--- src/rtl/vga_pic_bounce.sv ---
// vga_pic_bounce
//   Pixel-data generator for vga_ctrl. It draws a solid square that moves
//   across the active area, bounces off the edges and changes colour on
//   every bounce. Motion state is updated only at frame end, so a frame
//   never tears.
//
//   Optional feature macro: VGA_PIC_BAR_BG_EN
//     defined   -> the background is 10 vertical colour bars.
//     undefined -> the background is the flat colour BG_COLOR.
//
// Ports
//   vga_clk    in   1   pixel clock, all logic on its rising edge
//   sys_rst_n  in   1   asynchronous active-low reset
//   pix_x      in  10   current column (10'h3FF outside the active area)
//   pix_y      in  10   current line   (10'h3FF outside the active area)
//   pix_data   out 16   registered RGB565 for the coordinate of the previous cycle
module vga_pic_bounce #(
  parameter int unsigned H_VALID   = 640,
  parameter int unsigned V_VALID   = 480,
  parameter int unsigned SQ_SIZE   = 64,
  parameter int unsigned STEP      = 2,
  parameter int unsigned FRAME_DIV = 1,
  parameter logic [15:0] BG_COLOR  = 16'h0000
) (
  input  logic        vga_clk,
  input  logic        sys_rst_n,
  input  logic [9:0]  pix_x,
  input  logic [9:0]  pix_y,
  output logic [15:0] pix_data
);

  localparam logic [9:0]  H_LAST    = 10'(H_VALID - 1);
  localparam logic [9:0]  V_LAST    = 10'(V_VALID - 1);
  localparam logic [10:0] XMAX      = 11'(H_VALID - SQ_SIZE);
  localparam logic [10:0] YMAX      = 11'(V_VALID - SQ_SIZE);
  localparam logic [10:0] STEP_W    = 11'(STEP);
  localparam logic [10:0] SQ_W      = 11'(SQ_SIZE);
  localparam logic [10:0] H_W       = 11'(H_VALID);
  localparam logic [10:0] V_W       = 11'(V_VALID);
  localparam logic [7:0]  FDIV_LAST = 8'(FRAME_DIV - 1);

  typedef struct packed {
    logic [9:0] pos;
    logic       dir;
    logic       hit;
  } axis_t;

  // One axis of the motion update; 11-bit arithmetic so pos+STEP cannot wrap.
  function automatic axis_t axis_step(input logic [9:0] pos, input logic dir,
                                      input logic [10:0] lim);
    logic [10:0] p;
    logic [10:0] s;
    logic [10:0] d;
    axis_t       r;
    p     = {1'b0, pos};
    s     = p + STEP_W;
    d     = p - STEP_W;
    r.pos = pos;
    r.dir = dir;
    r.hit = 1'b0;
    if (!dir) begin
      if (s >= lim) begin
        r.pos = lim[9:0];
        r.dir = 1'b1;
        r.hit = 1'b1;
      end else begin
        r.pos = s[9:0];
      end
    end else begin
      if (p <= STEP_W) begin
        r.pos = 10'd0;
        r.dir = 1'b0;
        r.hit = 1'b1;
      end else begin
        r.pos = d[9:0];
      end
    end
    return r;
  endfunction

  function automatic logic [15:0] palette(input logic [2:0] i);
    logic [15:0] c;
    case (i)
      3'd0:    c = 16'hF800;
      3'd1:    c = 16'hFC00;
      3'd2:    c = 16'hFFE0;
      3'd3:    c = 16'h07E0;
      3'd4:    c = 16'h07FF;
      3'd5:    c = 16'h001F;
      3'd6:    c = 16'hF81F;
      default: c = 16'hFFFF;
    endcase
    return c;
  endfunction

  logic [9:0]  x0, y0;
  logic        dir_x, dir_y;
  logic [2:0]  cidx;
  logic [7:0]  fdiv;
  logic        frame_end, upd;
  axis_t       ax, ay;

  assign frame_end = (pix_x == H_LAST) && (pix_y == V_LAST);
  assign upd       = frame_end && (fdiv == FDIV_LAST);
  assign ax        = axis_step(x0, dir_x, XMAX);
  assign ay        = axis_step(y0, dir_y, YMAX);

  // Motion state: the frame-end pixel is still rendered from the old values
  // because pix_data samples them on the same edge that updates them.
  always_ff @(posedge vga_clk or negedge sys_rst_n) begin
    if (!sys_rst_n) begin
      x0    <= '0;
      y0    <= '0;
      dir_x <= 1'b0;
      dir_y <= 1'b0;
      cidx  <= '0;
      fdiv  <= '0;
    end else if (frame_end) begin
      if (upd) begin
        fdiv  <= '0;
        x0    <= ax.pos;
        y0    <= ay.pos;
        dir_x <= ax.dir;
        dir_y <= ay.dir;
        // A corner hit still advances the colour only once.
        if (ax.hit || ay.hit) cidx <= cidx + 3'd1;
      end else begin
        fdiv <= fdiv + 8'd1;
      end
    end
  end

  logic [15:0] bg;

`ifdef VGA_PIC_BAR_BG_EN
  localparam logic [9:0] BAR_W = 10'(H_VALID / 10);

  function automatic logic [15:0] bar_color(input logic [3:0] i);
    logic [15:0] c;
    case (i)
      4'd0:    c = 16'hF800;
      4'd1:    c = 16'hFC00;
      4'd2:    c = 16'hFFE0;
      4'd3:    c = 16'h07E0;
      4'd4:    c = 16'h07FF;
      4'd5:    c = 16'h001F;
      4'd6:    c = 16'hF81F;
      4'd7:    c = 16'h0000;
      4'd8:    c = 16'hFFFF;
      default: c = 16'hD69A;
    endcase
    return c;
  endfunction

  logic [9:0] bar_q;
  logic [3:0] bar_idx;
  assign bar_q   = pix_x / BAR_W;
  assign bar_idx = (bar_q > 10'd9) ? 4'd9 : bar_q[3:0];
  assign bg      = bar_color(bar_idx);
`else
  assign bg = BG_COLOR;
`endif

  logic        outside, in_sq;
  logic [10:0] px, py, sx, sy;
  logic [15:0] pix_nxt;

  assign px      = {1'b0, pix_x};
  assign py      = {1'b0, pix_y};
  assign sx      = {1'b0, x0};
  assign sy      = {1'b0, y0};
  assign outside = (pix_x == 10'h3FF) || (pix_y == 10'h3FF) || (px >= H_W) || (py >= V_W);
  assign in_sq   = (px >= sx) && (px < sx + SQ_W) && (py >= sy) && (py < sy + SQ_W);

  always_comb begin
    pix_nxt = bg;
    if (outside)    pix_nxt = 16'h0000;
    else if (in_sq) pix_nxt = palette(cidx);
  end

  always_ff @(posedge vga_clk or negedge sys_rst_n) begin
    if (!sys_rst_n) pix_data <= '0;
    else            pix_data <= pix_nxt;
  end

endmodule
--- config.mk ---
export PLATFORM = sky130hd
export DESIGN_NAME = vga_pic_bounce
export DESIGN_NICKNAME = d
export VERILOG_FILES = /design/src/rtl/vga_pic_bounce.sv
export SDC_FILE = /design/constraint.sdc
export NUM_CORES = 1
export LEC_CHECK = 0
export CAP_MARGIN = 10
export CORE_AREA = 5 5 128 100
export DETAILED_ROUTE_END_ITERATION = 12
export DIE_AREA = 0 0 133 105
export SKIP_LAST_GASP = 1
export SLEW_MARGIN = 20
export SYNTH_ARGS = -nofsm -noshare
export SYNTH_HDL_FRONTEND = slang
export SYNTH_SLANG_ARGS = --single-unit
--- constraint.sdc ---
create_clock -name vga_clk -period 2.5 [get_ports vga_clk]
set_input_delay 0.5 -clock vga_clk [delete_from_list [all_inputs] [get_ports vga_clk]]
set_output_delay 0.5 -clock vga_clk [all_outputs]
set_load 0.02 [all_outputs]
==> flow_summary.toml, run 1 <==
[floorplanning]
start_util_pct = 29.2
chipWidth_microns = 133
row_count = 34
dieHeight_microns = 105
core_sq_um = 11400
die_area_sq_um = 14000
io_pins = 38

[clock_tree]
htree_levels = 2
ctsLongestPathBuffers = 2
cts_made_buffers = 5
path_clk_slew_ps = 60
cts_root_buf = "clkbuf_16"
cts_tree = "built"
clkLatencyLatePin_ps = 280
postCtsHoldBufs = 0
cts.sinks = 35

[drt]
firstDrtPassIters = 7
wl_mm = 9.73
wl_per_cell_microns = 16.0
drt-initial-drc-count = 304
post-route-drc-count = 0
ant_nets = 0
vias_per_cell = 5.39
vias = 3277

[yosys]
async_flop_share_pct = 100
synth_nets = 457
synthCells = 393
synth_top_area_cell = "dfrtp_1"
ys_seq_area_share_pct = 26.4
synth_top_area_share_pct = 26.4
avgSynthCellArea_sq_um = 8.44
synth_edf_count = 0
ys_warn_count = 0
synthFlopType = "dfrtp_1"
synth.distinct_cells = 65
synth_area_leaders = "dfrtp_1, ha_1, o21ai_0"
ys_seq_elements = 35
synthesis.area_sq_um = 3320

[global_route]
antenna_found_initial = 0
grt_max_degree = 36
gr-total-overflow = 0
first_global_vias = 3083
track_usage_pct = 14.1
grt_pass1_wl_mm = 16.1

[worst_setup_path]
arrival_ps = 2640
path_class = "primary input to flop"
start_kind = "primary input"
slowest_stage = "clkdlybuf4s50_1"
crit_family = "simple AND/OR/NAND/NOR gates"
slowest_delay_ps = 530
cp.required_ps = 2650
path_cells = "clkdlybuf4s50_1 > nand4_1 > or4_4 > nor4_4 > nand2_1 > buf_4 > o21ai_0 > o31a_1 > o31ai_1"
crit_fanout = 6
critPathCaptureType = "flop"
reg2reg_slack_ps = 160
critical_path_buf_inv_count = 2

[place]
globalplace.congestion = 0.965
portBuffers = 37
hpwl_mm = 7.74
placed_cell_area_sq_um = 4070

[final_layout]
nFillCells = 1089
finish.instance_area_sq_um = 4340
layout.nets = 527
num_antenna_cells = 0
drive_gt1_share_pct = 18.5
utilization_pct = 38.2
ff_latch_area_sq_um = 876
multi_input_area_sq_um = 2250
areaGrowthSynthToFinish_pct = 30.9

[sta]
relSlewSlack_pct = 66.4
hold_viol = 0
post-route-min-period_ps = 2480
rsz0062_at_grt = "true"
setup_violations = 0
hold_ws_ps = 470
finalCritPeriodShare_pct = 99.3
tightest_slew_ps = 504
fmax_mhz = 403
maxSlewViolCount = 0
skew_ps = 6.85

[power_and_ir_drop]
clkPwrFrac_pct = 50.9
max-vdd-ir-drop_mv = 0.257
p_sw_mw = 0.331
p_leak_nw = 1.91
intPower_mw = 1.11
combinationalPowerShare_pct = 9.7
seq_power_share_pct = 39.4
switching_share_pct = 23.0
p_total_mw = 1.44
power.density_nw_per_um2 = 332

[status]
status = "finished, final reports clean"

[worst_hold_path]
min_path_type = "flop to flop"

[job]
cap_violations = 0
==> cell usage after synthesis (all sizes together), types with 2 or more instances <==
master,number
a211oi,2
mux2,2
nor2b,3
nand3,28
nand2b,3
a21oi,21
a211o,2
a21o,5
and3,5
o21ai,30
xnor2,13
dfrtp,35
nor2,23
nand4b,2
clkbuf,6
ha,42
o311ai,2
inv,30
or4,2
o22ai,9
o31ai,4
a22oi,3
nand2,27
nor3b,3
buf,19
nor4,8
nand4,13
or3,3
a2111oi,4
a221oi,3
and2,3
nor3,14
o21a,3
o211ai,3
a41oi,2
==> sequential cells by signal, summed over array words and instances, names as in the netlist <==
signal and flops:
fdiv 8, dir_y 1, x0 9, cidx 3
y0 9, pix_data 4, dir_x 1
==> area by class of cell <==
| cell class | count | area share (%) |
|---|---|---|
| flip-flops and latches | 35 | 20.2 |
| multi-input cells | 303 | 51.8 |
| well taps | 144 | 4.15 |
| repair buffers | 88 | 17.5 |
| clock buffers | 5 | 2.88 |
| inverters | 30 | 2.59 |
| clock inverters | 3 | 1.01 |
==> timing repair <==
item                                    in CTS  in global routing
endpoints found under the setup margin      15                 27
endpoints found under the hold margin        0                  0
pin swaps                                    1                  6
setup buffers                                2                  1
resized for setup                            6                 17
==> layout by cell type (no fill, tap or decap), drive strengths merged, types with 4 or more instances in the layout <==
| cell | synthesis | routed |
|---|---|---|
| a2111oi | 4 | 4 |
| xnor2 | 13 | 13 |
| nand2 | 27 | 27 |
| clkbuf | 6 | 5 |
| a21o | 5 | 5 |
| nor3 | 14 | 14 |
| nand4 | 13 | 13 |
| dfrtp | 35 | 35 |
| buf | 19 | 51 |
| inv | 30 | 30 |
| nor2 | 23 | 23 |
| o21ai | 30 | 30 |
| a21oi | 21 | 21 |
| clkdlybuf4s50 | 0 | 35 |
| o31ai | 4 | 4 |
| nor4 | 8 | 8 |
| o22ai | 9 | 9 |
| ha | 42 | 42 |
| nand3 | 28 | 28 |
| and3 | 5 | 5 |
==> per-stage QoR <==
step           std cells  setup TNS, ps  setup WS, ps
6_report             608              0          16.3
2_1_floorplan        393              0           326
4_1_cts              607          -27.1         -27.1
3_5_place_dp         597          -8480          -404
3_3_place_gp         597          -7700          -375
5_1_grt              608          -65.1         -52.5
==> cells by family after synthesis <==
kind of cell	after synthesis	share of synthesized area, %
mux	3	1.09
buf+inv	55	8.22
compound gates	105	22.2
fa+ha+maj	42	15.8
simple gates	139	22.5
xor+xnor	14	3.70
flops	35	26.4
==> routing by layer <==
metal,wire (microns),global-route usage (%)
met3,793,2.98
met5,0,0
met2,3950,20.0
met1,4840,21.7
met4,142,3.26
==> final timing paths <==
check,startpoint,end,cells past startpoint
min in group asynchronous,sys_rst_n,fdiv[5]$_DFFE_PN0P_,2
max in group asynchronous,sys_rst_n,pix_data[10]$_DFF_PN0_,2
worst max register to register,y0[2]$_DFFE_PN0P_,cidx[0]$_DFFE_PN0P_,8
worst min-delay path,fdiv[7]$_DFFE_PN0P_,fdiv[7]$_DFFE_PN0P_,1
worst max-delay path,pix_x[2],y0[5]$_DFFE_PN0P_,9
worst min register to register,fdiv[7]$_DFFE_PN0P_,fdiv[7]$_DFFE_PN0P_,1
==> power by group through the flow <==
| stage | sequential [mW] | combinational (mW) | clock (mW) |
|---|---|---|---|
| 2_1_floorplan | 0.578 | 0.0432 | 0 |
| 3_3_place_gp | 0.578 | 0.135 | 0 |
| 3_5_place_dp | 0.578 | 0.138 | 0 |
| 4_1_cts | 0.567 | 0.139 | 0.742 |
| 5_1_grt | 0.567 | 0.154 | 0.767 |
| 6_report | 0.567 | 0.139 | 0.734 |
Power figures use the tool's default switching activity.
==> run 2: changes to the inputs <==
--- a/config.mk
+++ b/config.mk
@@ -5,8 +5,8 @@
 export SDC_FILE = /design/constraint.sdc
 export NUM_CORES = 1
 export LEC_CHECK = 0
-export CAP_MARGIN = 10
 export CORE_AREA = 5 5 128 100
+export CTS_BUF_LIST = sky130_fd_sc_hd__clkbuf_8 sky130_fd_sc_hd__clkbuf_16
 export DETAILED_ROUTE_END_ITERATION = 12
 export DIE_AREA = 0 0 133 105
 export SKIP_LAST_GASP = 1
==> results of run 2 <==
No change in the layout: final DEF, timing and power equal those of run 1.
